**config.mk**
```make
export PLATFORM = sky130hd
export DESIGN_NAME = maze_tile_renderer
export DESIGN_NICKNAME = d
export VERILOG_FILES = /design/src/rtl/maze_tile_renderer.sv
export SDC_FILE = /design/constraint.sdc
export NUM_CORES = 1
export LEC_CHECK = 0
export ABC_CLOCK_PERIOD_IN_PS = 3100
export BUFFER_PORTS_ARGS = -buffer_cell sky130_fd_sc_hd__buf_2
export CAP_MARGIN = 20
export CORE_ASPECT_RATIO = 0.5
export CORE_MARGIN = 2
export CORE_UTILIZATION = 53
export CTS_BUF_LIST = sky130_fd_sc_hd__clkbuf_16
export CTS_CLUSTER_DIAMETER = 60
export DETAILED_ROUTE_END_ITERATION = 16
export PLACE_DENSITY = 0.88
export RECOVER_POWER = 100
export SLEW_MARGIN = 30
export SYNTH_ARGS = -nofsm -noshare
export SYNTH_HDL_FRONTEND = slang
export SYNTH_SLANG_ARGS = --single-unit
```
**constraint.sdc**
```tcl
create_clock -name i_clk_25M -period 3.1 [get_ports i_clk_25M]
set_input_delay 0.465 -clock i_clk_25M [delete_from_list [all_inputs] [get_ports i_clk_25M]]
set_output_delay 0.465 -clock i_clk_25M [all_outputs]
set_load 0.05 [all_outputs]
```
**src/rtl/maze_tile_renderer.sv**
```systemverilog
// ---------------------------------------------------------------------------
// maze_tile_renderer
//
// Pixel-colour stage that sits right after the VGA timing generator. It draws
// the 28x31-tile maze as a window of 8x8-pixel tiles. Each tile code comes
// from an external tile-map RAM, and each tile's pixels come from an external
// pattern ROM holding 2 bits per pixel. Tiles carrying PELLET_CODE blink: they
// are shown for BLINK_FRAMES frames, then hidden for BLINK_FRAMES frames.
//
// The pipeline is four edges deep, from input sample to colour:
//   E1  window test, tile-map address, in-tile offsets
//   E2  tile-map RAM read cycle
//   E3  pattern address, pellet/blink decision
//   E4  pixel select, palette, output register
//
// Ports:
//   i_clk_25M         pixel clock
//   i_rst             asynchronous reset, active-high
//   i_show_en         display-time flag from the timing generator
//   i_x_cord [9:0]    screen row    (0..479)
//   i_y_cord [9:0]    screen column (0..639)
//   o_tile_addr [9:0] tile-map RAM address; the RAM answers one cycle later
//   i_tile_data [7:0] tile code from the tile-map RAM
//   o_pat_addr [10:0] pattern ROM address {tile_code, row_in_tile}
//   i_pat_data [15:0] pattern row; column c is at bits [2c+1:2c]
//   o_R/o_G/o_B [7:0] registered pixel colour
//   o_show_en_d       i_show_en delayed to line up with the colour
//   o_frame_tick      one-cycle pulse when the last visible pixel is sampled
// ---------------------------------------------------------------------------
module maze_tile_renderer #(
    parameter int unsigned ORIGIN_ROW   = 116,
    parameter int unsigned ORIGIN_COL   = 208,
    parameter int unsigned MAP_COLS     = 28,
    parameter int unsigned MAP_ROWS     = 31,
    parameter logic [7:0]  PELLET_CODE  = 8'h14,
    parameter int unsigned BLINK_FRAMES = 15
) (
    input  logic        i_clk_25M,
    input  logic        i_rst,
    input  logic        i_show_en,
    input  logic [9:0]  i_x_cord,
    input  logic [9:0]  i_y_cord,
    output logic [9:0]  o_tile_addr,
    input  logic [7:0]  i_tile_data,
    output logic [10:0] o_pat_addr,
    input  logic [15:0] i_pat_data,
    output logic [7:0]  o_R,
    output logic [7:0]  o_G,
    output logic [7:0]  o_B,
    output logic        o_show_en_d,
    output logic        o_frame_tick
);

    localparam int unsigned ROW_END = ORIGIN_ROW + 8 * MAP_ROWS;
    localparam int unsigned COL_END = ORIGIN_COL + 8 * MAP_COLS;
    localparam int unsigned CNT_W   = (BLINK_FRAMES > 1) ? $clog2(BLINK_FRAMES) : 1;
    localparam logic [CNT_W-1:0] CNT_LAST = CNT_W'(BLINK_FRAMES - 1);

    // Pick the 2-bit pixel index for in-tile column c out of a pattern row.
    function automatic logic [1:0] pick_pixel(input logic [15:0] pat,
                                              input logic [2:0]  c);
        return pat[{c, 1'b0} +: 2];
    endfunction

    // Map a 2-bit pixel index to {R,G,B}.
    function automatic logic [23:0] palette(input logic [1:0] p);
        logic [23:0] rgb;
        case (p)
            2'd0:    rgb = {8'd0,   8'd0,   8'd0};
            2'd1:    rgb = {8'd33,  8'd33,  8'd255};
            2'd2:    rgb = {8'd255, 8'd184, 8'd151};
            default: rgb = {8'd255, 8'd255, 8'd255};
        endcase
        return rgb;
    endfunction

    // -----------------------------------------------------------------------
    // E1 combinational: window test and tile-map address
    // -----------------------------------------------------------------------
    logic       row_in_c;
    logic       col_in_c;
    logic       win_c;
    logic       frame_end_c;
    logic [9:0] row_off_c;
    logic [9:0] col_off_c;
    logic [9:0] tile_addr_c;

    always_comb begin
        row_in_c = ({22'd0, i_x_cord} >= ORIGIN_ROW) && ({22'd0, i_x_cord} < ROW_END);
        col_in_c = ({22'd0, i_y_cord} >= ORIGIN_COL) && ({22'd0, i_y_cord} < COL_END);
        win_c    = i_show_en && row_in_c && col_in_c;
        // The offsets are computed only inside the window, so they never
        // wrap. Outside the window they stay at zero, which also forces the
        // tile address to 0.
        row_off_c = '0;
        col_off_c = '0;
        if (win_c) begin
            row_off_c = i_x_cord - 10'(ORIGIN_ROW);
            col_off_c = i_y_cord - 10'(ORIGIN_COL);
        end
        tile_addr_c = {3'd0, row_off_c[9:3]} * 10'(MAP_COLS) + {3'd0, col_off_c[9:3]};
        frame_end_c = i_show_en && (i_x_cord == 10'd479) && (i_y_cord == 10'd639);
    end

    // -----------------------------------------------------------------------
    // Frame counter and blink phase
    // -----------------------------------------------------------------------
    logic [CNT_W-1:0] frame_cnt_q;
    logic [CNT_W-1:0] frame_cnt_d;
    logic             blink_vis_q;
    logic             blink_vis_d;

    always_comb begin
        frame_cnt_d = frame_cnt_q;
        blink_vis_d = blink_vis_q;
        if (frame_end_c) begin
            if (frame_cnt_q == CNT_LAST) begin
                frame_cnt_d = '0;
                blink_vis_d = ~blink_vis_q;
            end else begin
                frame_cnt_d = frame_cnt_q + 1'b1;
            end
        end
    end

    always_ff @(posedge i_clk_25M or posedge i_rst) begin
        if (i_rst) begin
            frame_cnt_q  <= '0;
            blink_vis_q  <= 1'b1;
            o_frame_tick <= 1'b0;
        end else begin
            frame_cnt_q  <= frame_cnt_d;
            blink_vis_q  <= blink_vis_d;
            o_frame_tick <= frame_end_c;
        end
    end

    // -----------------------------------------------------------------------
    // E1 registers
    // -----------------------------------------------------------------------
    logic       win_p1_q;
    logic       show_p1_q;
    logic       vis_p1_q;
    logic [2:0] row_lo_p1_q;
    logic [2:0] col_lo_p1_q;

    // Each pixel carries the blink phase that was current when it was
    // sampled. The frame-end pixel therefore still sees the old phase, even
    // though the toggle happens on that same edge.
    always_ff @(posedge i_clk_25M or posedge i_rst) begin
        if (i_rst) begin
            win_p1_q    <= 1'b0;
            show_p1_q   <= 1'b0;
            vis_p1_q    <= 1'b1;
            o_tile_addr <= '0;
        end else begin
            win_p1_q    <= win_c;
            show_p1_q   <= i_show_en;
            vis_p1_q    <= blink_vis_q;
            o_tile_addr <= tile_addr_c;
        end
    end

    always_ff @(posedge i_clk_25M) begin
        row_lo_p1_q <= row_off_c[2:0];
        col_lo_p1_q <= col_off_c[2:0];
    end

    // -----------------------------------------------------------------------
    // E2 registers: tile-map RAM read in flight
    // -----------------------------------------------------------------------
    logic       win_p2_q;
    logic       show_p2_q;
    logic       vis_p2_q;
    logic [2:0] row_lo_p2_q;
    logic [2:0] col_lo_p2_q;

    always_ff @(posedge i_clk_25M or posedge i_rst) begin
        if (i_rst) begin
            win_p2_q  <= 1'b0;
            show_p2_q <= 1'b0;
            vis_p2_q  <= 1'b1;
        end else begin
            win_p2_q  <= win_p1_q;
            show_p2_q <= show_p1_q;
            vis_p2_q  <= vis_p1_q;
        end
    end

    always_ff @(posedge i_clk_25M) begin
        row_lo_p2_q <= row_lo_p1_q;
        col_lo_p2_q <= col_lo_p1_q;
    end

    // -----------------------------------------------------------------------
    // E3 registers: pattern address and pellet decision
    // -----------------------------------------------------------------------
    // o_pat_addr doubles as the pattern ROM's address register. i_pat_data
    // is expected to hold this address's row during the next cycle, in time
    // for the E4 edge.
    logic       win_p3_q;
    logic       show_p3_q;
    logic       pellet_p3_q;
    logic [2:0] col_lo_p3_q;

    always_ff @(posedge i_clk_25M or posedge i_rst) begin
        if (i_rst) begin
            win_p3_q    <= 1'b0;
            show_p3_q   <= 1'b0;
            pellet_p3_q <= 1'b0;
            o_pat_addr  <= '0;
        end else begin
            win_p3_q    <= win_p2_q;
            show_p3_q   <= show_p2_q;
            pellet_p3_q <= (i_tile_data == PELLET_CODE) && !vis_p2_q;
            o_pat_addr  <= {i_tile_data, row_lo_p2_q};
        end
    end

    always_ff @(posedge i_clk_25M) begin
        col_lo_p3_q <= col_lo_p2_q;
    end

    // -----------------------------------------------------------------------
    // E4: pixel select, palette, output register
    // -----------------------------------------------------------------------
    logic [23:0] rgb_d;

    always_comb begin
        rgb_d = '0;
        if (win_p3_q && show_p3_q && !pellet_p3_q) begin
            rgb_d = palette(pick_pixel(i_pat_data, col_lo_p3_q));
        end
    end

    always_ff @(posedge i_clk_25M or posedge i_rst) begin
        if (i_rst) begin
            o_R         <= '0;
            o_G         <= '0;
            o_B         <= '0;
            o_show_en_d <= 1'b0;
        end else begin
            o_R         <= rgb_d[23:16];
            o_G         <= rgb_d[15:8];
            o_B         <= rgb_d[7:0];
            o_show_en_d <= show_p3_q;
        end
    end

endmodule

```
Yosys cells after proc, flatten, opt, wreduce, memory -nomap -nowiden
Cells that the tools add are included.

word-level totals
  bits in registers = 76

operators by class
  add/subtract/negate cells = 4
  multipliers = 1
  magnitude comparators = 4
  equality and inequality tests = 6
  shift-type cells = 1
  muxes and demuxes = 5
  bitwise gates (word level) = 1
  reduce and logical (&&, ||, !) cells = 13

operators with widths
  cell                                                                number
  one-hot mux 24 bit (3 select lines)                                 1
  2-to-1 mux 24 bit                                                   1
  less-than comparator 10 x 9 -> 1 bit, second input constant         2
  2-to-1 mux 10 bit                                                   2
  variable part select 16 x 5 -> 2 bit                                1
  adder 10 x 7 -> 10 bit                                              1
  equality test 10 bit, second input constant                         1
  equality test 10 x 9 -> 1 bit, second input constant                1
  greater-or-equal comparator 10 x 7 -> 1 bit, second input constant  1
  greater-or-equal comparator 10 x 8 -> 1 bit, second input constant  1
  subtractor 10 x 7 -> 10 bit, second input constant                  1
  subtractor 10 x 8 -> 10 bit, second input constant                  1
  logical AND 1 bit                                                   9
  equality test 8 x 5 -> 1 bit, second input constant                 1
  multiplier 7 x 3 -> 8 bit, second input constant                    1
  adder 4 x 1 -> 4 bit, second input constant                         1
  equality test 4 bit, second input constant                          1
  2-to-1 mux 4 bit                                                    1
  equality test 2 x 1 -> 1 bit, second input constant                 1
  equality test 2 bit, second input constant                          1
  zero test 1 bit                                                     2
  zero test 2 bit                                                     1
  AND reduction 2 bit                                                 1
  inverter 1 bit                                                      1

Logic depth before layout (Yosys ltp)
Gate-level depths: netlist (run 1).

  depth in word-level cells = 7
  gate-level depth with buffers = 17
  mapped depth without buffers = 16

Worst setup path after synthesis (run 1)
Ideal clock, no wire load.

  kind = input to register
  start point = input i_x_cord[2]
  end point = register o_tile_addr[9]
  arrival = 3.664 ns
  data required time = 3.020 ns
  setup slack = -0.644 ns
  cell stages on the path = 15
  path through = ha_1 o211ai_1 nand2b_1 a221oi_4 nand2_4 nor3_1 ha_1 ha_1 fa_1 ha_1 o21ai_0 nor2_1 o21a_1 o211ai_1 xnor2_1

between the ends
  cells in the longest elaborated chain, start to end = 7

RTL lines
  element                                                                                                     line  text
  start, declared                                                                                             41    input logic [9:0] i_x_cord,
  greater-or-equal comparator 10 x 7 -> 1 bit / less-than comparator 10 x 9 -> 1 bit (equally long branches)  89    row_in_c = ({22'd0, i_x_cord} >= ORIGIN_ROW) && ({22'd0, i_x_cord} < ROW_END);
  logical AND 1 bit                                                                                           89
  logical AND 1 bit (2 in a row)                                                                              91    win_c = i_show_en && row_in_c && col_in_c;
  2-to-1 mux 10 bit                                                                                           97    if (win_c) begin
  multiplier 7 x 3 -> 8 bit                                                                                   101   tile_addr_c = {3'd0, row_off_c[9:3]} * 10'(MAP_COLS) + {3'd0, col_off_c[9:3]};
  adder 10 x 7 -> 10 bit *                                                                                    101
  via tile_addr_c[9]                                                                                          86    logic [9:0] tile_addr_c;
  end signal, assigned                                                                                        160   o_tile_addr <= tile_addr_c;
  end, declared                                                                                               43    output logic [9:0] o_tile_addr,

The timed path passes the listed nets; every way through them passes the cells marked *.
A chain may end at the register's enable or synchronous reset.

Final worst setup path (run 1)
  start point = input i_y_cord[0]
  end point = register o_tile_addr[9]

between the ends
  cells in the longest elaborated chain, start to end = 6

RTL lines
  element                                                                                                     line  text
  start, declared                                                                                             42    input logic [9:0] i_y_cord,
  greater-or-equal comparator 10 x 8 -> 1 bit / less-than comparator 10 x 9 -> 1 bit (equally long branches)  90    col_in_c = ({22'd0, i_y_cord} >= ORIGIN_COL) && ({22'd0, i_y_cord} < COL_END);
  logical AND 1 bit                                                                                           90
  logical AND 1 bit                                                                                           91
  2-to-1 mux 10 bit                                                                                           97
  multiplier 7 x 3 -> 8 bit                                                                                   101
  adder 10 x 7 -> 10 bit *                                                                                    101
  via tile_addr_c[9]                                                                                          86

Marked as above.

==> key figures, run 1 <==
Run status
  – Status: finished, violations left
  – Failing checks: capacitance limit, slew limit, setup timing

Synthesis
  – Register bit total from synthesis: 56
  – Mapped Nets: between 300 and 400
  – Syn avg cell area: roughly 11 um2
  – Synth warn: 0
  – Sequential area share after synthesis: 0.4699
  – Synth Cell Area: roughly 2800 um2
  – EDFF count, synth: 0
  – Synth async-reset ratio: 0.7321
  – Synth Instances: between 200 and 250
  – Distinct cells, synth: 50
  – Main synth FF type: dfrtp_1

Cells and area
  – Leading cell type in the layout, fill and taps excluded: clkbuf_1
  – Share of layout cells above drive strength 1: 0.3832
  – FILL cells: approximately 310
  – Ant diodes: 0
  – Commonest cells after routing, fill and taps aside: clkbuf_1, buf_4, buf_2
  – Multi-input gate area: roughly 1500 um2
  – Area delta synth->final: 36.91%
  – Nets: 450
  – Post-Layout Inst Area: 3875 um2
  – FF/Latch Area: roughly 1300 um2

Routing
  – Routed vias/inst: around 5.5
  – Final wirelength: between 8000 and 9000 um
  – Initial drt markers: between 100 and 150
  – Routed Antenna Nets: 0
  – DRC viols: 0
  – Router iterations before antenna repair: 5
  – Drt wl/cell: approximately 18 um
  – Vias: ~2.5k

Placement
  – Dpl hpwl: 5048 um
  – Area after DPL: 3610 um2
  – Global placement routability congestion: a little under 0.9
  – PortBufs: 93

CTS
  – Clk buf depth: 2
  – Clock buffer count from CTS: 5
  – Clock slew at reported path FFs: roughly 0.07 ns
  – H-Tree Depth: 2
  – CTS root buf: clkbuf_16
  – CTS tree: done
  – Worst-skew pair later-pin latency: about 0.29 ns
  – Cts hold-fix bufs: 0
  – CTS Sinks: 56

Floorplanning
  – Core Region: between 5000 and 6000 um2
  – I/O pin count: 94
  – Total Die Area: about 6000 um2
  – Chip width: between 100 and 150 um
  – Rows: 18
  – Starting Density: 0.5610
  – Die Y: about 56 um

GRT
  – Initial antenna violation count: 0
  – Largest net degree at the start of global routing: 42
  – First-pass GRT wire length: roughly 12000 um
  – Vias in the first global route: 2487
  – Grt ovf: 0
  – Gr usage total: 0.2567

Critical path
  – CP required: about 3.3 ns
  – Startpoint Class: input port
  – Max FO, Critical Path: 5
  – Delay-heaviest family, CP: adder cells
  – Slowest stage delay, CP: 0.54 ns
  – Setup CP Type: in2reg
  – CP endpoint kind: flop
  – Most used cell, CP: ha_4
  – CP Cell Sequence: buf_2 -> nor4_2 -> a21boi_1 -> o31ai_4 -> nand2_4 -> nor3_4 -> ha_4 -> ha_4 -> fa_2 -> ha_4 -> o21ai_1 -> nor2_1 -> o21a_1 -> o211ai_1 -> xnor2_1
  – Worst path slowest cell: fa_2
  – Critical Path AT: 3.73 ns
  – WP buf/inv: 1

Timing
  – Setup Skew: ~0.0042 ns
  – Slew Limit Fails: between 40 and 50
  – Setup violators final: 5
  – Tmin final: ~3.5 ns
  – Worst setup margin: -0.4166 ns
  – Slew @ Worst Pin: between 2 and 2.5 ns
  – Hold Fails Final Rpt: 0
  – Rel. slew slack: -0.4115
  – RSZ-0062 raised after global routing: yes
  – Fmax: roughly 280 MHz
  – Crit share post-route: 1.134

Power and ir drop
  – Pwr per Cell Area: just over 400 nW/um2
  – Sw Pwr: 0.0004164 W
  – Clock Power Share: 0.347
  – Switching portion of total power: 0.2660
  – Comb power frac: 0.175
  – Register share of total power: 0.478
  – Worst VDD drop: approximately 230 uV
  – Leakage: 1.884 nW
  – Power, Total: between 0.0015 and 0.002 W
  – Pint: about 0.0011 W

Flow run
  – Maxcap violations: 1

Min path
  – HP Class: in2reg
-- layout make-up --
type                    count  area share
clock buffers               5     0.03229
flip-flops and latches     56      0.3432
clock inverters             3    0.004520
well taps                  70     0.02260
repair buffers            146      0.2115
multi-input cells         159      0.3742
inverters                  12     0.01162
-- cell usage after synthesis (2+ instances only) --
library cell / number / area (um2)
a211oi_1: 2 / 15.01
a21boi_0: 2 / 15.01
a21o_1: 4 / 30.03
a21oi_1: 5 / 25.02
and2_1: 4 / 25.02
and3_2: 8 / 60.06
buf_4: 20 / 150.1
dfrtp_1: 38 / 950.9
dfstp_2: 3 / 78.83
dfxtp_1: 15 / 300.3
fa_1: 4 / 80.08
ha_1: 19 / 237.7
inv_1: 11 / 41.29
mux2i_1: 2 / 20.02
mux4_2: 4 / 90.09
nand2_1: 8 / 30.03
nand2b_1: 4 / 25.02
nand3_1: 6 / 30.03
nand3b_1: 2 / 15.01
nand4b_1: 2 / 17.52
nor2_1: 24 / 90.09
nor2b_1: 2 / 12.51
nor3_1: 4 / 20.02
nor4_1: 2 / 12.51
o211ai_1: 3 / 22.52
o21ai_0: 9 / 45.04
xnor2_1: 8 / 70.07
xor2_1: 12 / 105.1
-- state kept, by name, summed over array words and instances (netlist names), 2 cells and up --
signal       cells
frame_cnt_q      4
row_lo_p2_q      3
o_B              2
o_pat_addr      11
o_tile_addr     10
col_lo_p2_q      3
col_lo_p3_q      3
col_lo_p1_q      3
row_lo_p1_q      3
o_G              2
-- per-layer routing --
layer / share of wire / GRT usage / wire, um
met1: 0.36 / 0.2842 / 2965
met2: 0.50 / 0.4792 / 4123
met3: 0.082 / 0.05035 / 673
met4: 0.052 / 0.1154 / 428
met5: 0 / 0 / 0
-- final timing paths --
path | end | from | slack (ns) | cells past startpoint
setup / recovery | o_tile_addr[9] | i_y_cord[0] | -0.42 | 15
max in group asynchronous | o_tile_addr[9] | i_rst | 0.95 | 3
setup reg to reg | o_B[4] | col_lo_p3_q[0] | 1.62 | 3
hold reg to reg | col_lo_p3_q[2] | col_lo_p2_q[2] | 0.33 | 0
hold / removal | o_pat_addr[8] | i_tile_data[5] | 0.30 | 1
min in group asynchronous | o_pat_addr[7] | i_rst | 0.94 | 3
-- power by group through the flow --
stage | Combinational (W) | Clock [W] | Sequential, W
final | 0.000274 | 0.000543 | 0.000749
after global routing | 0.000288 | 0.000581 | 0.000750
after CTS | 0.000259 | 0.000547 | 0.000748
after detailed placement | 0.000247 | 0 | 0.000763
after global placement | 0.000238 | 0 | 0.000762
after floorplan | 0.0000918 | 0 | 0.000803
-- cells by family after synthesis --
kind of cell / Yosys count / synth area share
simple gates: 76 / 0.1490
flops: 56 / 0.4699
buf+inv: 34 / 0.07471
compound gates: 33 / 0.08930
fa+ha+maj: 23 / 0.1123
xor+xnor: 20 / 0.06189
mux: 7 / 0.04288
-- metrics by stage --
stage               setup TNS (ns)  worst slack, ns  hold WS [ns]    util  cells
floorplan                   -1.035          -0.4046        0.3096       -    249
global placement            -1.921          -0.4789        0.3102  0.7155    436
detailed placement          -2.431          -0.6019        0.3121  0.7155    436
CTS                        -0.5081          -0.1947        0.2924  0.7629    451
global route                -1.723          -0.4508        0.2871  0.7681    451
finish                      -1.458          -0.4166        0.2961  0.7681    451
-- repair_timing --
item / CTS / global route
pin swaps: 18 / 8
endpoints found under the setup margin: 5 / 5
gates resized for setup: 12 / 15
buffers inserted: 8 / 0
gates cloned: 0 / 0
Note: power is estimated with default switching activity, not from simulation.
==> run 2, diff against run 1 <==
--- a/config.mk
+++ b/config.mk
@@ -16,6 +16,7 @@
 export DETAILED_ROUTE_END_ITERATION = 16
 export PLACE_DENSITY = 0.88
 export RECOVER_POWER = 100
+export SETUP_SLACK_MARGIN = 0.4
 export SLEW_MARGIN = 30
 export SYNTH_ARGS = -nofsm -noshare
 export SYNTH_HDL_FRONTEND = slang
==> run 2 against run 1 <==
The run still ends with capacitance limit, slew limit, setup timing left. Worst setup slack improved by 0.088 ns. Sequential power about the same. Non-clock buffer count grew 5. Final area up 1.5%. Fmax rose by 2.6%. Via count is 4.0% higher. Worst hold slack lost 0.0029 ns. Clock skew up 0.00064 ns. Clock power up 2%. First-iteration DRC count increased by 83%. Core utilization grew 1.2 points. Total power up 1.2%. Critical endpoint unchanged.
==> key figures, run 2 (synthesis results as in run 1) <==
GRT
  – Met1 GRT Util: 0.2935
  – GR Layer Usage met2: 0.4982
  – Largest net degree at the start of global routing: between 40 and 50
  – Gr usage total: 0.2761
  – Vias in the first global route: about 2.5k
  – Initial antenna violation count: 0
  – Grt ovf: 0
  – First-pass GRT wire length: 12560 um
  – Met3 Resource Use GR: 0.07143
  – Top Usage Layer GRT: met2

Floorplanning
  – Total Die Area: 5976 um2
  – Starting Density: 0.5610
  – I/O pin count: 94
  – Die Y: ~56 um
  – Chip width: 107.3 um
  – Rows: 18
  – Core Region: approximately 5000 um2

Critical path
  – Critical Path Sink: o_tile_addr[9]
  – RR Startpoint: col_lo_p3_q[0]
  – Slowest stage delay, CP: 0.58 ns
  – R2R Setup Slk: ~1.6 ns
  – Worst path slowest cell: fa_2
  – Setup CP Type: in2reg
  – Startpoint Class: input port
  – Critical Path Stages: 17
  – Most used cell, CP: ha_4
  – Reg-to-reg endpoint: o_B[4]
  – Crit path launch: i_y_cord[4]
  – WP buf/inv: 2
  – CP required: between 3 and 4 ns
  – Reg2Reg Depth: 3
  – Delay-heaviest family, CP: adder cells
  – CP endpoint kind: flop
  – Critical Path AT: 3.64 ns
  – CP Cell Sequence: buf_2 -> ha_1 -> o21ai_0 -> nand2_1 -> o31ai_4 -> nand2_4 -> buf_6 -> nor2_4 -> ha_4 -> ha_4 -> fa_2 -> ha_4 -> o21ai_2 -> nor2_2 -> o21a_1 -> o211ai_1 -> xnor2_1
  – Max FO, Critical Path: 5

Power and ir drop
  – Pwr per Cell Area: between 400 and 500 nW/um2
  – Leakage: approximately 1.9 nW
  – Worst VDD drop: 311.3 uV
  – Power, Total: 0.001585 W

Timing
  – Tmin final: 3.429 ns
  – Fmax: approximately 290 MHz
  – Rel. slew slack: -0.4071
  – Sum Neg Setup Slack: -1.209 ns
  – Setup Skew: approximately 0.0048 ns
  – Crit share post-route: 1.106
  – RSZ-0062 raised after global routing: yes
  – Worst setup margin: -0.3287 ns
  – Slew @ Worst Pin: ~2.1 ns
  – Setup violators final: 5
  – Hold Fails Final Rpt: 0
  – Slew Limit Fails: 42

Cells and area
  – Max reg flops: 11
  – Commonest cells after routing, fill and taps aside: clkbuf_1, buf_4, buf_2
  – Largest regs: o_pat_addr x11, o_tile_addr x10, frame_cnt_q x4
  – Post-Layout Inst Area: 3934 um2
  – Area delta synth->final: 38.99%
  – FILL cells: 310
  – Share of layout cells above drive strength 1: 0.3912
  – Post-Layout Cell Count: between 400 and 500
  – Util after Layout: 0.7798
  – Leading cell type in the layout, fill and taps excluded: clkbuf_1
  – Nets: ~460
  – Largest reg by FF count: o_pat_addr
  – Ant diodes: 0

Run status
  – Failing checks: capacitance limit, slew limit, setup timing
  – Status: finished, violations left

CTS
  – Worst-skew pair later-pin latency: around 0.29 ns
  – Cts hold-fix bufs: 0
  – CTS root buf: clkbuf_16
  – H-Tree Depth: 2
  – Clock buffer count from CTS: 5
  – Clock slew at reported path FFs: approximately 0.07 ns
  – CTS tree: done
  – CTS Sinks: 56
  – Clk buf depth: 2

Flow run
  – Maxcap violations: 1

Placement
  – Global placement routability congestion: 0.8841
  – Area after DPL: around 3600 um2
  – Dpl hpwl: approximately 5000 um
  – Placed cell count: around 440
  – PortBufs: 93

Min path
  – Hold_sp: i_tile_data[5]
  – HP Class: in2reg

Routing
  – DRC viols: 0
  – Final wirelength: slightly above 9000 um
  – Routed Antenna Nets: 0
  – Vias: ~2.6k
  – Initial drt markers: ~270
  – Routed vias/inst: around 5.6
  – Router iterations before antenna repair: 5
  – Drt wl/cell: around 20 um
-- run 2: final cells by class --
type / instances / area, um2 / share of cell area
Multi-Input combinational cell: 159 / 1456 / 0.3702
Sequential cell: 56 / 1330 / 0.3381
Clock buffer: 5 / 125.1 / 0.03181
Timing Repair Buffer: 151 / 872.1 / 0.2217
Inverter: 12 / 45.04 / 0.01145
Tap cell: 70 / 87.58 / 0.02226
Clock inverter: 3 / 17.52 / 0.004453
-- run 2: where the power goes --
part           leakage [nW]  switching (W)  internal, W
clock network        0.0754       0.000256     0.000299
registers             0.653     0.00000577     0.000743
logic                  1.18       0.000173     0.000109
-- run 2: stage by stage --
step / setup slack, ns / hold WS (ns)
2_1_floorplan: -0.4046 / 0.3096
5_1_grt: -0.4442 / 0.2865
6_report: -0.3287 / 0.2932
3_3_place_gp: -0.4789 / 0.3102
4_1_cts: -0.1947 / 0.2924
3_5_place_dp: -0.6019 / 0.3121
-- run 2: routing by layer --
| metal | vias up | wire length (um) |
|---|---|---|
| met5 | - | 0 |
| met2 | 189 | 4343 |
| met3 | 72 | 792 |
| met1 | 1202 | 3225 |
| met4 | 0 | 712 |
| li1 | 1108 | - |
-- run 2: repair_timing --
action	4_1_cts	5_1_grt
setup buffers	8	4
gates resized for setup	13	18
pin swaps	18	14
setup endpoints to repair	5	6
-- run 2: how the worst min path moves through the flow --
| stage | end | slack, ns | cells past startpoint |
|---|---|---|---|
| final | o_pat_addr[8] | 0.29 | 1 |
| after detailed placement | col_lo_p3_q[2] | 0.31 | 0 |
| after CTS | o_pat_addr[8] | 0.29 | 1 |
| after global placement | col_lo_p2_q[1] | 0.31 | 0 |
| after global routing | o_pat_addr[5] | 0.29 | 1 |
| after floorplan | col_lo_p2_q[0] | 0.31 | 0 |
